**config.mk**
```make
export PLATFORM = sky130hd
export DESIGN_NAME = parity_arbiter
export DESIGN_NICKNAME = d
export VERILOG_FILES = /design/src/rtl/parity_arbiter.sv
export SDC_FILE = /design/constraint.sdc
export NUM_CORES = 1
export LEC_CHECK = 0
export CORE_MARGIN = 3
export CORE_UTILIZATION = 45
export DETAILED_ROUTE_END_ITERATION = 10
export DONT_BUFFER_PORTS = 1
export PLACE_DENSITY = 0.7
export SYNTH_ARGS = -nofsm -noshare
export SYNTH_HDL_FRONTEND = slang
export SYNTH_SLANG_ARGS = --single-unit
export TNS_END_PERCENT = 10
```
**constraint.sdc**
```tcl
create_clock -name clk -period 2.85 [get_ports clk]
set_input_delay 0.1425 -clock clk [delete_from_list [all_inputs] [get_ports clk]]
set_output_delay 0.1425 -clock clk [all_outputs]
set_load 0.02 [all_outputs]
```
**src/rtl/parity_arbiter.sv**
```systemverilog
// Round-robin arbiter sharing one even/odd parity classifier between two requesters.
// Define PARITY_ARB_COUNT_EN to build the saturating even/odd tally counters.
module parity_arbiter #(
    parameter int WIDTH = 8,
    parameter int CNT_W = 8
) (
    input  logic             clk,
    input  logic             reset,
    input  logic             req0,
    input  logic [WIDTH-1:0] data0,
    input  logic             req1,
    input  logic [WIDTH-1:0] data1,
    output logic             gnt0,
    output logic             gnt1,
    output logic             out_valid,
    output logic             out_src,
    output logic             even,
    output logic             odd,
    output logic             busy,
    output logic [CNT_W-1:0] even_cnt,
    output logic [CNT_W-1:0] odd_cnt
);

    typedef enum logic [1:0] {
        IDLE   = 2'd0,
        EVAL   = 2'd1,
        REPORT = 2'd2
    } state_t;

    state_t           state;
    state_t           state_next;
    logic [WIDTH-1:0] data_q;
    logic             src_q;
    logic             last_src;
    logic             parity_q;
    logic             req_any;
    logic             winner;
    logic             capture;
    logic             report;
    logic             gnt0_d;
    logic             gnt1_d;
    logic             busy_d;
    logic             unused_data;

    assign req_any = req0 | req1;

    // Only bit 0 decides parity; the rest of the captured word is kept for visibility.
    assign unused_data = ^data_q;

    // On a tie the requester that did not win last time is served.
    always_comb begin
        winner = 1'b0;
        if (req0 && req1) begin
            winner = ~last_src;
        end else if (req1) begin
            winner = 1'b1;
        end
    end

    always_ff @(posedge clk) begin
        // NOTE: sequential state uses non-blocking assignments so every register
        // samples pre-edge values regardless of process evaluation order.
        if (reset) begin
            state <= IDLE;
        end else begin
            state <= state_next;
        end
    end

    always_comb begin
        // NOTE: default assignment first, so no branch leaves the signal unassigned
        // and no latch is inferred.
        state_next = state;
        case (state)
            IDLE:    if (req_any) state_next = EVAL;
            EVAL:    state_next = REPORT;
            REPORT:  state_next = IDLE;
            default: state_next = IDLE;
        endcase
    end

    always_comb begin
        capture = (state == IDLE) && req_any;
        report  = (state == REPORT);
        gnt0_d  = capture && !winner;
        gnt1_d  = capture && winner;
        busy_d  = (state_next != IDLE);
    end

    always_ff @(posedge clk) begin
        // NOTE: data_q has no reset; it is only read after a capture has loaded it.
        if (capture) begin
            data_q <= winner ? data1 : data0;
        end
    end

    always_ff @(posedge clk) begin
        if (reset) begin
            src_q    <= 1'b0;
            last_src <= 1'b1;
            parity_q <= 1'b0;
        end else begin
            if (capture) begin
                src_q    <= winner;
                last_src <= winner;
            end
            if (state == EVAL) begin
                parity_q <= data_q[0];
            end
        end
    end

    // Registered outputs; even/odd/out_src hold until the next report.
    always_ff @(posedge clk) begin
        if (reset) begin
            gnt0      <= 1'b0;
            gnt1      <= 1'b0;
            out_valid <= 1'b0;
            out_src   <= 1'b0;
            even      <= 1'b0;
            odd       <= 1'b0;
            busy      <= 1'b0;
        end else begin
            gnt0      <= gnt0_d;
            gnt1      <= gnt1_d;
            out_valid <= report;
            busy      <= busy_d;
            if (report) begin
                out_src <= src_q;
                even    <= ~parity_q;
                odd     <= parity_q;
            end
        end
    end

`ifdef PARITY_ARB_COUNT_EN
    logic [CNT_W-1:0] even_cnt_q;
    logic [CNT_W-1:0] odd_cnt_q;

    // Tallies stop at all-ones rather than wrapping.
    always_ff @(posedge clk) begin
        if (reset) begin
            even_cnt_q <= '0;
            odd_cnt_q  <= '0;
        end else if (report) begin
            if (parity_q) begin
                if (odd_cnt_q != '1) odd_cnt_q <= odd_cnt_q + CNT_W'(1);
            end else begin
                if (even_cnt_q != '1) even_cnt_q <= even_cnt_q + CNT_W'(1);
            end
        end
    end

    assign even_cnt = even_cnt_q;
    assign odd_cnt  = odd_cnt_q;
`else
    assign even_cnt = '0;
    assign odd_cnt  = '0;
`endif

endmodule

```
* Yosys cells after proc, flatten, opt, wreduce, memory -nomap -nowiden
Cells that the tools add are included.
Widths: inputs -> output; s select.
** Operators by class
- Equality and inequality tests :: 2
- Muxes and demuxes :: 5
- Bitwise operators :: 3
- Reductions and logical operators :: 7
** Operators by type and width (count)
- $logic_and 1x1->1 :: 4
- $pmux 2 s2 :: 1
- $mux 1 :: 3
- $eq 2x1->1 const B :: 1
- $eq 2x2->1 const B :: 1
- $logic_not 2->1 :: 1
- $mux 2 :: 1
- $not 1->1 :: 2
- $reduce_bool 2->1 :: 1
- $logic_not 1->1 :: 1
- $or 1x1->1 :: 1
** Storage, ports and cells
- Bits in registers :: 13
- Bits of input ports :: 20
- Output and inout bits :: 23
- Logic and storage cells :: 29

* Logic depth before layout (Yosys ltp)
- Depth after elaboration :: 4
- Gate-level depth with buffers :: 4
- Gate-level depth less buffers :: 3

* Worst setup path before layout
Ideal clock, no wire load.
- Path kind :: register -> register
- Start point :: reg state[1]
- End point :: reg last_src
- Setup time :: 122 ps
- Arrival time :: 1065 ps
- Data required time :: 2728 ps
- Slack :: 1663 ps
- Stages on the path, launching flop included :: 4
- Path buffers :: 1
- Clock period less this slack :: 1187 ps
- Cell sequence :: dfxtp_1 buf_6 or3b_1 a221o_1
** Between the ends
- Cells in the longest elaborated chain, start to end :: 2
** Ends and longest elaborated chain
- start: declaration :: line 30 : state_t state;
- start signal: assignment :: line 66 : state <= state_next;
- $logic_not 2->1 :: line 83 : capture = (state == IDLE) && req_any;
- $logic_and 1x1->1 :: line 83
- end signal: assignment :: line 105 : last_src <= winner;
- end: declaration :: line 34 : logic last_src;
No other way between the ends.
A chain may end at the register's enable or synchronous reset.

* Worst setup path in the final report
- Start point :: reg last_src
- End point :: reg data_q[0], data pin
** Between the ends
- Cells in the longest elaborated chain, start to end :: 3
** Ends and longest elaborated chain
- $not 1->1 :: line 54 : winner = ~last_src;
- $mux 1 :: line 53 : if (req0 && req1) begin
- $mux 1 :: line 93 : data_q <= winner ? data1 : data0;
- end signal: assignment :: line 93
- end: declaration :: line 32 : logic [WIDTH-1:0] data_q;
No other way between the ends.

==> out/summary.txt <==
H-tree lvl count -> 1
drt pass-1 iters -> 2
TritonCTS Buffers -> 3
top cell type by total area after synthesis -> dfxtp_1
nets -> 83
Cell variety after synth -> 21
I/O pin cnt -> 43
fraction of layout cells with a size suffix above 1 -> 6.45%
total power per unit cell area -> 652 nW/um^2
static leakage -> 0.261 nW
crit end category -> flip-flop
Max Fclk -> 759 MHz
clk_lat worst skew -> 0.27 ns
fin crit share -> 46.2%
TritonCTS clock tree -> yes
Inst Count DP -> 71
FF/Latch Area -> 270 um^2
Max IR drop VDD -> 326 uV
Post-synth top cells -> buf_4, dfxtp_1, nor2_1, mux2i_1, nor3_1
area share of the largest cell type after synthesis -> 40.5%
initial DRC count -> 7
syn_area_per_cell -> 9.88 um^2
sequential area share after synthesis -> 45.6%
total vias in the final route -> 354
Hold Vio Cnt, Final -> 0
Slew Limit Fails -> 0
Root Buffer -> clkbuf_4
yosys warns -> 0
routed len/inst -> 11.5 um
Multi-input gate area -> 244 um^2
Remaining Overflow, GRT -> 0
row count -> 12
final WL -> 877 um
asr flop ratio synth -> 0%
# diodes -> 0
number of flops mapped to enable cells by yosys -> 1
via/cell ratio -> 4.66
Die Height -> 42.3 um
synthesized cell area -> 593 um^2
clock sink total -> 13
Filler cells -> 122
post-synthesis register bit count -> 13
RSZ-0062 raised after global routing -> no
R2R setup slack -> 1.53 ns
CTS Buffer Depth -> 2
fin crit period -> 1.32 ns
clock-pin slew on the worst setup and hold paths -> 0.08 ns
CP max FO -> 3
initial antenna violation count -> 0
final cell count without fillers -> 76
HPWL after DPL -> 658 um
Die Wd -> 42.3 um
vias in the first global route -> 302
most common cell in the netlist -> buf_4
Critical Path Source Type -> flip-flop
ys flop type -> dfxtp_1
WS Path Type -> reg2reg
Cells after Synth -> 60
Final ANT Viol Nets -> 0
final setup TNS -> 0 ns
die area -> 1790 um^2
Worst EP arrival -> 1.35 ns
largest net degree at the start of global routing -> 12
DRC errors left -> 0
GPL Wtd Cong -> 0.711
CP required -> 2.88 ns
first-pass GRT wire length -> 1290 um
IO buf count -> 0
HP Class -> in2reg
outcome -> finished, final reports clean
total track usage -> 9.85%
max-cap viol count -> 0
top post-synthesis cells by area -> dfxtp_1, buf_4, mux2i_1
clock skew -> 0.00294 ns
Finish-stage setup viols -> 0
Placeable Area -> 1170 um^2
Initial Util -> 50.6%
P&R area growth vs syn -> -4.22%
==> registers in the layout, summed over array words and instances, names as in the netlist <==
name       flops
busy           1
data_q         1
even           1
gnt0           1
gnt1           1
last_src       1
odd            1
out_src        1
out_valid      1
parity_q       1
src_q          1
state          2
==> metrics by stage <==
step / utilization, % / area, um^2 / worst slack (ns) / power, mW / hold WS, ns
3_3_place_gp: 45.4 / 532 / 1.58 / 0.258 / 0.217
3_5_place_dp: 45.4 / 532 / 1.52 / 0.259 / 0.218
5_1_grt: 48.5 / 568 / 1.48 / 0.386 / 0.00529
6_report: 48.5 / 568 / 1.53 / 0.370 / 0.0137
2_1_floorplan: - / 649 / 1.66 / 0.273 / 0.218
4_1_cts: 48.5 / 568 / 1.51 / 0.373 / 0.00559
==> routing by layer <==
metal  vias to the layer above  part of all wire, %  track usage [%]
met5                         -                    0                0
met4                         0                  2.4             9.94
met3                         2                  5.4             3.00
met2                        15                   52             15.5
met1                       162                   40             9.90
li1                        175                    -                -
==> cells in the final DEF (no fill, tap or decap), drive strengths merged, types with 2 or more instances in the layout <==
| cell | instances |
|---|---|
| mux2i | 3 |
| nand2b | 2 |
| conb | 16 |
| nor2 | 8 |
| dfxtp | 12 |
| clkbuf | 4 |
| nor3 | 3 |
| nor3b | 2 |
==> final cells by class <==
class	instances	share of cell area (%)
clock buffers	4	4.63
multi-input cells	44	43.0
well taps	14	3.08
repair buffers	1	1.76
flip-flops and latches	13	47.6
==> logic make-up (layout without fill, tap and decap cells) <==
family,Yosys count,after routing,share of synthesized area [%]
compound gates,4,4,5.06
buf+inv,18,5,22.8
flops,13,13,45.6
mux,4,4,6.96
other cells,1,16,0.632
simple gates,20,20,19.0
==> final timing paths <==
path / start / depth (start not counted) / endpoint
max: last_src / 2 / data_q[0]
min: req0 / 1 / gnt0
min reg2reg: data_q[0] / 2 / parity_q
max reg2reg: last_src / 2 / data_q[0]
==> power by group <==
part / switching (mW) / total, mW / leakage (nW) / internal (mW)
combinational: 0.0309 / 0.0455 / 0.137 / 0.0146
clock: 0.0583 / 0.113 / 0.0150 / 0.0543
sequential: 0.0155 / 0.212 / 0.108 / 0.197
total: 0.105 / 0.370 / 0.261 / 0.265
==> timing repair <==
action,4_1_cts,5_1_grt
gates resized for setup,0,0
buffers inserted,0,0
hold buffers,1,0
endpoints found under the hold margin,11,0
==> worst max-delay path, stage by stage (launching register included) <==
cell and delay [ns]:
dfxtp_1 0.33, a21boi_0 0.37, mux2_2 0.38
(Power assumes the default switching activity.)
